==> config.mk <==
export PLATFORM = sky130hd
export DESIGN_NAME = fetch_stage
export DESIGN_NICKNAME = d
export VERILOG_FILES = /design/src/rtl/mips_pkg.sv /design/src/rtl/pc_reg.sv /design/src/rtl/fetch_stage.sv
export SDC_FILE = /design/constraint.sdc
export NUM_CORES = 1
export LEC_CHECK = 0
export BUFFER_PORTS_ARGS = -buffer_cell sky130_fd_sc_hd__buf_2
export CAP_MARGIN = 20
export CORE_ASPECT_RATIO = 1.1
export CORE_MARGIN = 10
export CORE_UTILIZATION = 30
export DETAILED_ROUTE_END_ITERATION = 16
export PLACE_DENSITY = 0.61
export SYNTH_ARGS = -nofsm -noshare
export SYNTH_HDL_FRONTEND = slang
export SYNTH_HIERARCHICAL = 1
export SYNTH_SLANG_ARGS = --single-unit
==> constraint.sdc <==
create_clock -name CLK -period 4.1 [get_ports CLK]
set_clock_uncertainty 0.2 [all_clocks]
set_input_delay 0.41 -clock CLK [delete_from_list [all_inputs] [get_ports CLK]]
set_output_delay 0.41 -clock CLK [all_outputs]
set_load 0.02 [all_outputs]
==> src/rtl/mips_pkg.sv <==
`default_nettype none
// +----------------------------------------------------------------------------+
// | mips_pkg : shared types and constants for the MIPS pipeline front end      |
// | Rev 1.0                                                                    |
// +----------------------------------------------------------------------------+
package mips_pkg;

    localparam int                WORD_W         = 32;
    localparam logic [WORD_W-1:0] PC_INC         = 32'd4;
    localparam logic [WORD_W-1:0] MIPS_RESET_PC  = 32'h0000_0000;
    localparam logic [WORD_W-1:0] MIPS_NOP_INSTR = 32'h0000_0000;

    typedef enum logic [1:0] {
        BOOT  = 2'd0,
        FETCH = 2'd1,
        MISS  = 2'd2
    } fetch_state_t;

endpackage
`default_nettype wire

==> src/rtl/pc_reg.sv <==
`default_nettype none
// +----------------------------------------------------------------------------+
// | pc_reg : program counter flop with load / increment / hold select          |
// | Rev 1.0                                                                    |
// +----------------------------------------------------------------------------+
module pc_reg
    import mips_pkg::*;
#(
    parameter logic [WORD_W-1:0] RESET_PC = MIPS_RESET_PC
) (
    input  logic              clk,
    input  logic              rst_n,
    input  logic              load,
    input  logic [WORD_W-1:0] load_value,
    input  logic              inc,
    output logic [WORD_W-1:0] pc,
    output logic [WORD_W-1:0] pc_plus4
);

    // Modulo-2^32 add: the top word address wraps to 0 silently.
    assign pc_plus4 = pc + PC_INC;

    always_ff @(posedge clk or negedge rst_n) begin
        if (!rst_n) begin
            pc <= RESET_PC;
        end else if (load) begin
            pc <= load_value;
        end else if (inc) begin
            pc <= pc_plus4;
        end
    end

endmodule
`default_nettype wire

==> src/rtl/fetch_stage.sv <==
`default_nettype none
// +----------------------------------------------------------------------------+
// | fetch_stage : IF stage - PC, imem request, IF/ID output registers          |
// | Optional FETCH_PERF_CNT_EN adds fetch_cnt / bubble_cnt.  Rev 1.0           |
// +----------------------------------------------------------------------------+
module fetch_stage
    import mips_pkg::*;
#(
    parameter logic [WORD_W-1:0] RESET_PC  = MIPS_RESET_PC,
    parameter logic [WORD_W-1:0] NOP_INSTR = MIPS_NOP_INSTR
) (
    input  logic              CLK,
    input  logic              RSTn,
    input  logic              stall,
    input  logic              flush,
    input  logic              redirect,
    input  logic [WORD_W-1:0] redirect_PC,
    output logic              imem_req,
    output logic [WORD_W-1:0] imem_addr,
    input  logic [WORD_W-1:0] imem_rdata,
    input  logic              imem_ready,
    output logic [WORD_W-1:0] next_PC1,
    output logic [WORD_W-1:0] instruct1,
    output logic              fetch_valid
`ifdef FETCH_PERF_CNT_EN
    ,
    output logic [WORD_W-1:0] fetch_cnt,
    output logic [WORD_W-1:0] bubble_cnt
`endif
);

    fetch_state_t      state;
    fetch_state_t      state_nxt;
    logic              pc_load;
    logic              pc_inc;
    logic              capture;
    logic              bubble;
    logic [WORD_W-1:0] pc;
    logic [WORD_W-1:0] pc_plus4;
    logic [WORD_W-1:0] redirect_aligned;

    assign redirect_aligned = redirect_PC & ~32'h0000_0003;

    pc_reg #(
        .RESET_PC (RESET_PC)
    ) u_pc_reg (
        .clk        (CLK),
        .rst_n      (RSTn),
        .load       (pc_load),
        .load_value (redirect_aligned),
        .inc        (pc_inc),
        .pc         (pc),
        .pc_plus4   (pc_plus4)
    );

    always_ff @(posedge CLK or negedge RSTn) begin
        if (!RSTn) begin
            state <= BOOT;
        end else begin
            state <= state_nxt;
        end
    end

    always_comb begin
        state_nxt = state;
        pc_load   = 1'b0;
        pc_inc    = 1'b0;
        capture   = 1'b0;
        bubble    = 1'b0;
        if (redirect) begin
            state_nxt = FETCH;
            pc_load   = 1'b1;
            bubble    = 1'b1;
        end else if (flush) begin
            bubble    = 1'b1;
        end else if (!stall && state != BOOT) begin
            if (imem_ready) begin
                capture   = 1'b1;
                pc_inc    = 1'b1;
                state_nxt = FETCH;
            end else begin
                bubble    = 1'b1;
                state_nxt = MISS;
            end
        end
        // BOOT lasts exactly one cycle regardless of pipeline controls.
        if (state == BOOT) begin
            state_nxt = FETCH;
        end
    end

    assign imem_req  = (state != BOOT);
    assign imem_addr = pc;

    // next_PC1 is left untouched by bubbles; only fetch_valid qualifies it.
    always_ff @(posedge CLK or negedge RSTn) begin
        if (!RSTn) begin
            instruct1   <= NOP_INSTR;
            next_PC1    <= RESET_PC;
            fetch_valid <= 1'b0;
        end else if (capture) begin
            instruct1   <= imem_rdata;
            next_PC1    <= pc_plus4;
            fetch_valid <= 1'b1;
        end else if (bubble) begin
            instruct1   <= NOP_INSTR;
            fetch_valid <= 1'b0;
        end
    end

`ifdef FETCH_PERF_CNT_EN
    always_ff @(posedge CLK or negedge RSTn) begin
        if (!RSTn) begin
            fetch_cnt  <= '0;
            bubble_cnt <= '0;
        end else begin
            if (capture) begin
                fetch_cnt <= fetch_cnt + 32'd1;
            end
            if (bubble) begin
                bubble_cnt <= bubble_cnt + 32'd1;
            end
        end
    end
`endif

endmodule
`default_nettype wire
; Yosys cells after proc, flatten, opt, wreduce, memory -nomap -nowiden
; Cells that the tools add are included.
[word_totals]
ff_bits = 99
elab_cells = 35
out_inout_bits = 98
[op_classes]
n_eq_ne = 1
addsub = 1
reduce_logical = 8
muxes = 20
[ops]
columns = operator, n
row1 = two-way mux 32 bit, 4
row2 = adder 32 x 3 -> 32 bit (second input constant), 1
row3 = two-way mux 1 bit, 11
row4 = two-way mux 2 bit, 5
row5 = nonzero test 2 bit, 3
row6 = != test 3 x 1 -> 1 bit (second input constant), 1
row7 = nonzero test 3 bit, 1
row8 = logical NOT 2 bit, 1
row9 = AND reduction 2 bit, 1
row10 = logical AND 1 bit, 1
row11 = logical NOT 1 bit, 1

; Logic depth before layout (Yosys ltp)
[logic_depth]
ltp_word = 7
mapped_depth = 10
ltp_nobuf = 6

; Cells and area by module
; Netlist, hierarchy kept.
[modules_own_cells]
columns = module, cells_each, area_per_inst_um2, seq_area_each_um2, instances
row1 = fetch_stage, 153, 2487.4, 1676.6, 1
row2 = pc_reg, 289, 2373.5, 800.8, 1

; Least setup slack after synthesis
; Ideal clock, no wire load.
[synth_timing]
path_type = input to register
from = input port stall
to = register u_pc_reg.pc[28]
cell_stages = 10
path_buffers = 4
t_required_ns = 3.818
arrival_time_ns = 2.662
setup_slack_ns = 1.156
path_cell_list = o21bai_2 nor4b_4 buf_6 buf_4 clkbuf_1 nand4_1 or4_1 buf_2 or4_1 a31oi_1
[synth_via]
elab_chain_cells = 6
[synth_lines]
columns = item, line_no
row1 = from (decl), fetch_stage.sv:14  ; input logic stall,
row2 = logical NOT 1 bit, fetch_stage.sv:76  ; end else if (!stall && state != BOOT) begin
row3 = logical AND 1 bit, fetch_stage.sv:76
row4 = two-way mux 1 bit (3 in a row), --
row5 = net capture, fetch_stage.sv:36  ; logic capture;
row6 = nonzero test 2 bit (no source line), --
row7 = to (signal assigned), pc_reg.sv:27  ; pc <= load_value;
row8 = to (signal assigned), pc_reg.sv:29  ; pc <= pc_plus4;
row9 = to (decl), pc_reg.sv:16  ; output logic [WORD_W-1:0] pc,
; The timed path passes the listed nets, and every way through them passes these cells.
; A chain may end at the register's enable or synchronous reset.

; Final worst setup path
[layout_timing]
from = register state[0]
to = register u_pc_reg.pc[29]
[layout_via]
elab_chain_cells = 6
[layout_lines]
columns = item, line_no
row1 = from (decl), fetch_stage.sv:32  ; fetch_state_t state;
row2 = from (signal assigned), fetch_stage.sv:60  ; state <= state_nxt;
row3 = nonzero test 2 bit, fetch_stage.sv:76
row4 = logical AND 1 bit, fetch_stage.sv:76
row5 = two-way mux 1 bit, fetch_stage.sv:76
row6 = two-way mux 1 bit, fetch_stage.sv:74  ; end else if (flush) begin
row7 = two-way mux 1 bit, fetch_stage.sv:70  ; if (redirect) begin
row8 = nonzero test 2 bit (no source line), --
; Every way passes these cells.

==> metrics.md <==
| Metric | Value |
|---|---|
| FFs w/ async S/R, synth | `100%` |
| CTS root buffer | `clkbuf_16` |
| IO Pins | `168` |
| Final hold slack | `-6.45 ps` |
| CP Cell Sequence | `o21bai_2, nor4b_4, buf_12, nand4_1, or4_1, or4_1, a31oi_1` |
| Total CTS buffers | `9` |
| Post-CTS Hold Buffers | `0` |
| P_sw | `830 uW` |
| Post-synth EDFFs | `0` |
| Placed wire-length estimate | `11.2 mm` |
| Via count | `between 4000 and 5000` |
| Yosys top cell area share | `51.0%` |
| Routed Antenna Nets | `0` |
| Worst Hold Class | `input pin to async pin` |
| Maximum clock frequency | `approximately 0.34 GHz` |
| Combinational power share | `22.8%` |
| Slew @ Worst Pin | `931 ps` |
| DR iter-0 viols | `roughly 160` |
| Mapped Area | `4860 um^2` |
| Final period util | `71.4%` |
| Die height | `154 um` |
| Most frequent cells in the layout | `165 x buf_2, 99 x dfrtp_1, 32 x a22o_1, 32 x nand2_1, 30 x mux2_2` |
| Top_reg_cell synth | `dfrtp_1` |
| CP Depth | `7` |
| WL final | `about 15 mm` |
| Seq pwr share | `46.3%` |
| CP max-delay cell | `or4_1` |
| Critical path class | `flip-flop to flip-flop` |
| Nets@finish | `between 600 and 700` |
| Antenna violations before repair | `1` |
| PD cells | `430 nW/um^2` |
| Unique masters post-synth | `44` |
| Largest net degree at the start of global routing | `82` |
| Cells after Synth | `442` |
| RSZ-0062 raised after global routing | `no` |
| Max cap viols | `0` |
| Grt ovf | `0` |
| Worst Reg-to-Reg Cells | `7` |
| CTS HTree Levels | `3` |
| Max clock buf depth | `2` |
| Fin. Hold Viols | `2` |
| Sw frac | `31.6%` |
| Detailed Routing Iterations Pass 1 | `4` |
| Critical path arrival | `about 3000 ps` |
| Leak | `2.81 nW` |
| Die W | `141 um` |
| Final Setup Violations | `0` |
| Tmin final | `2930 ps` |
| Vias in the first global route | `4232` |
| CTS tree | `built` |
| Synth area leaders | `dfrtp_1 51%, mux2_2 6.9%, a22o_1 5.8%` |
| CP Launch Type | `flip-flop` |
| Clock share of power | `30.9%` |
| Worst Path Buf+Inv | `1` |
| Max VDD drop | `188 uV` |
| Num rows | `between 40 and 50` |
| Commonest non-fill, non-tap cell in the layout | `buf_2` |
| Syn. warnings | `6` |
| Share of cells above drive strength 1 | `a little under two fifths` |
| CP required | `around 4200 ps` |
| Worst Setup End Kind | `flip-flop` |
| Initial core utilization | `30.8%` |
| Failing checks | `hold timing` |
| P_int | `around 1.8 mW` |
| Setup TNS | `0 ps` |
| Core Box Area | `15800 um^2` |
| Biggest cell delay along the critical path | `560 ps` |
| Crit path top cell by count | `or4_1` |
| Slew Viols, Final | `0` |
| Yosys reg bits | `slightly below 100` |
| Synth Area per Inst | `11.0 um^2` |
| Gr usage total | `13.6%` |
| Placement Cell Area | `5810 um^2` |
| First-pass GRT wire length | `23.8 mm` |
| Relative slew slack | `37.9%` |
| Port bufs | `165` |
| WL per Instance | `roughly 19 um` |
| Largest delay contributor family on the critical path | `simple AND/OR/NAND/NOR gates` |
| Post-route design area | `6110 um^2` |
| Largest area contributor in the netlist | `dfrtp_1` |
| Vias per cell | `roughly 5.1` |
| Sequential share of the synthesized area | `51.0%` |
| GP Congestion | `~0.87` |
| P&R area growth vs syn | `25.7%` |
| Clock Pin Slew Worst Setup and Hold Paths | `~60 ps` |
| Crit Path Max Fanout | `around 80` |
| Clock sinks | `99` |
| Outcome | `finished with violations` |
| DRC Markers | `0` |
| Worst skew pair latency | `roughly 350 ps` |
| Post-cts sizing count | `0` |
| Post CTS Setup Buffer Count | `0` |
| Area of the die | `21700 um^2` |
stage by stage:
step	util (%)	std cells	power, mW	setup slack, ps
2_1_floorplan	-	443	1.58	1160
3_3_place_gp	36.8	778	1.83	1010
3_5_place_dp	36.8	778	1.85	961
4_1_cts	38.5	793	2.68	1200
5_1_grt	38.7	796	2.77	1040
6_report	38.7	797	2.63	1170
cell type report:
cell class | count | area [um^2]
inverter | 7 | 26.3
clock buffer | 13 | 270
antenna | 2 | 5.00
sequential | 99 | 2480
tap | 200 | 250
timing repair buffer | 170 | 883
clock inverter | 2 | 10.0
multi-input combinational | 304 | 2190
fill | 1594 | 9680
cells in the mapped netlist, drive strengths merged, types with 3 or more instances:
cell and number:
a22o 32, or4 12, clkbuf 14, and3 4, nand4 18, dfrtp 99
a21oi 3, o31ai 7, nor2 24, nand3 20, nor4 6, xor2 15
and4 8, a31oi 13, mux2 36, nor3 5, xnor2 27, o21ai 17
or3 3, o31a 3, nand2 32, buf 19, inv 6
power groups by stage:
stage,logic [mW],registers [mW],clock network (mW)
2_1_floorplan,0.212,1.36,0
3_3_place_gp,0.600,1.23,0
3_5_place_dp,0.609,1.24,0
6_report,0.598,1.22,0.812
5_1_grt,0.649,1.24,0.884
4_1_cts,0.611,1.22,0.846
layer usage:
| layer | wire length [um] | vias to the layer above | share of wire [%] | track usage [%] |
|---|---|---|---|---|
| li1 | - | 1918 | - | - |
| met1 | 6360 | 1982 | 42 | 16.9 |
| met2 | 6970 | 174 | 46 | 20.9 |
| met3 | 1690 | 14 | 11 | 5.30 |
| met4 | 236 | 0 | 1.5 | 5.17 |
| met5 | 0 | - | 0 | 0 |
cell families (layout without fill, tap and decap cells):
kind of cell,count (synthesis),count (layout),synth area share (%)
buffers and inverters,40,192,4.22
AO/OA/AOI/OAI,79,79,11.9
other,1,4,0.0771
flip-flops,99,99,51.0
multiplexers,37,37,8.55
adder cells (fa/ha/maj),1,1,0.257
AND/OR/NAND/NOR,143,143,16.5
XOR/XNOR,42,42,7.57
worst register-to-register path, delay by kind of cell (launching register included):
family,cells,cell delay (ps)
flip-flops,1,400
AND/OR/NAND/NOR,4,1550
AO/OA/AOI/OAI,2,280
buffers and inverters,1,420
worst paths after layout:
path	start	end	slack [ps]
setup / recovery	state[0]	u_pc_reg/pc[29]	1170
hold / removal	RSTn	instruct1[11]	-6
setup reg to reg	state[0]	u_pc_reg/pc[29]	1170
hold reg to reg	next_PC1[7]	next_PC1[7]	280
max in group asynchronous	RSTn	instruct1[1]	2750
min in group CLK	redirect_PC[13]	u_pc_reg/pc[13]	70
Note: power is estimated with default switching activity, not from simulation.
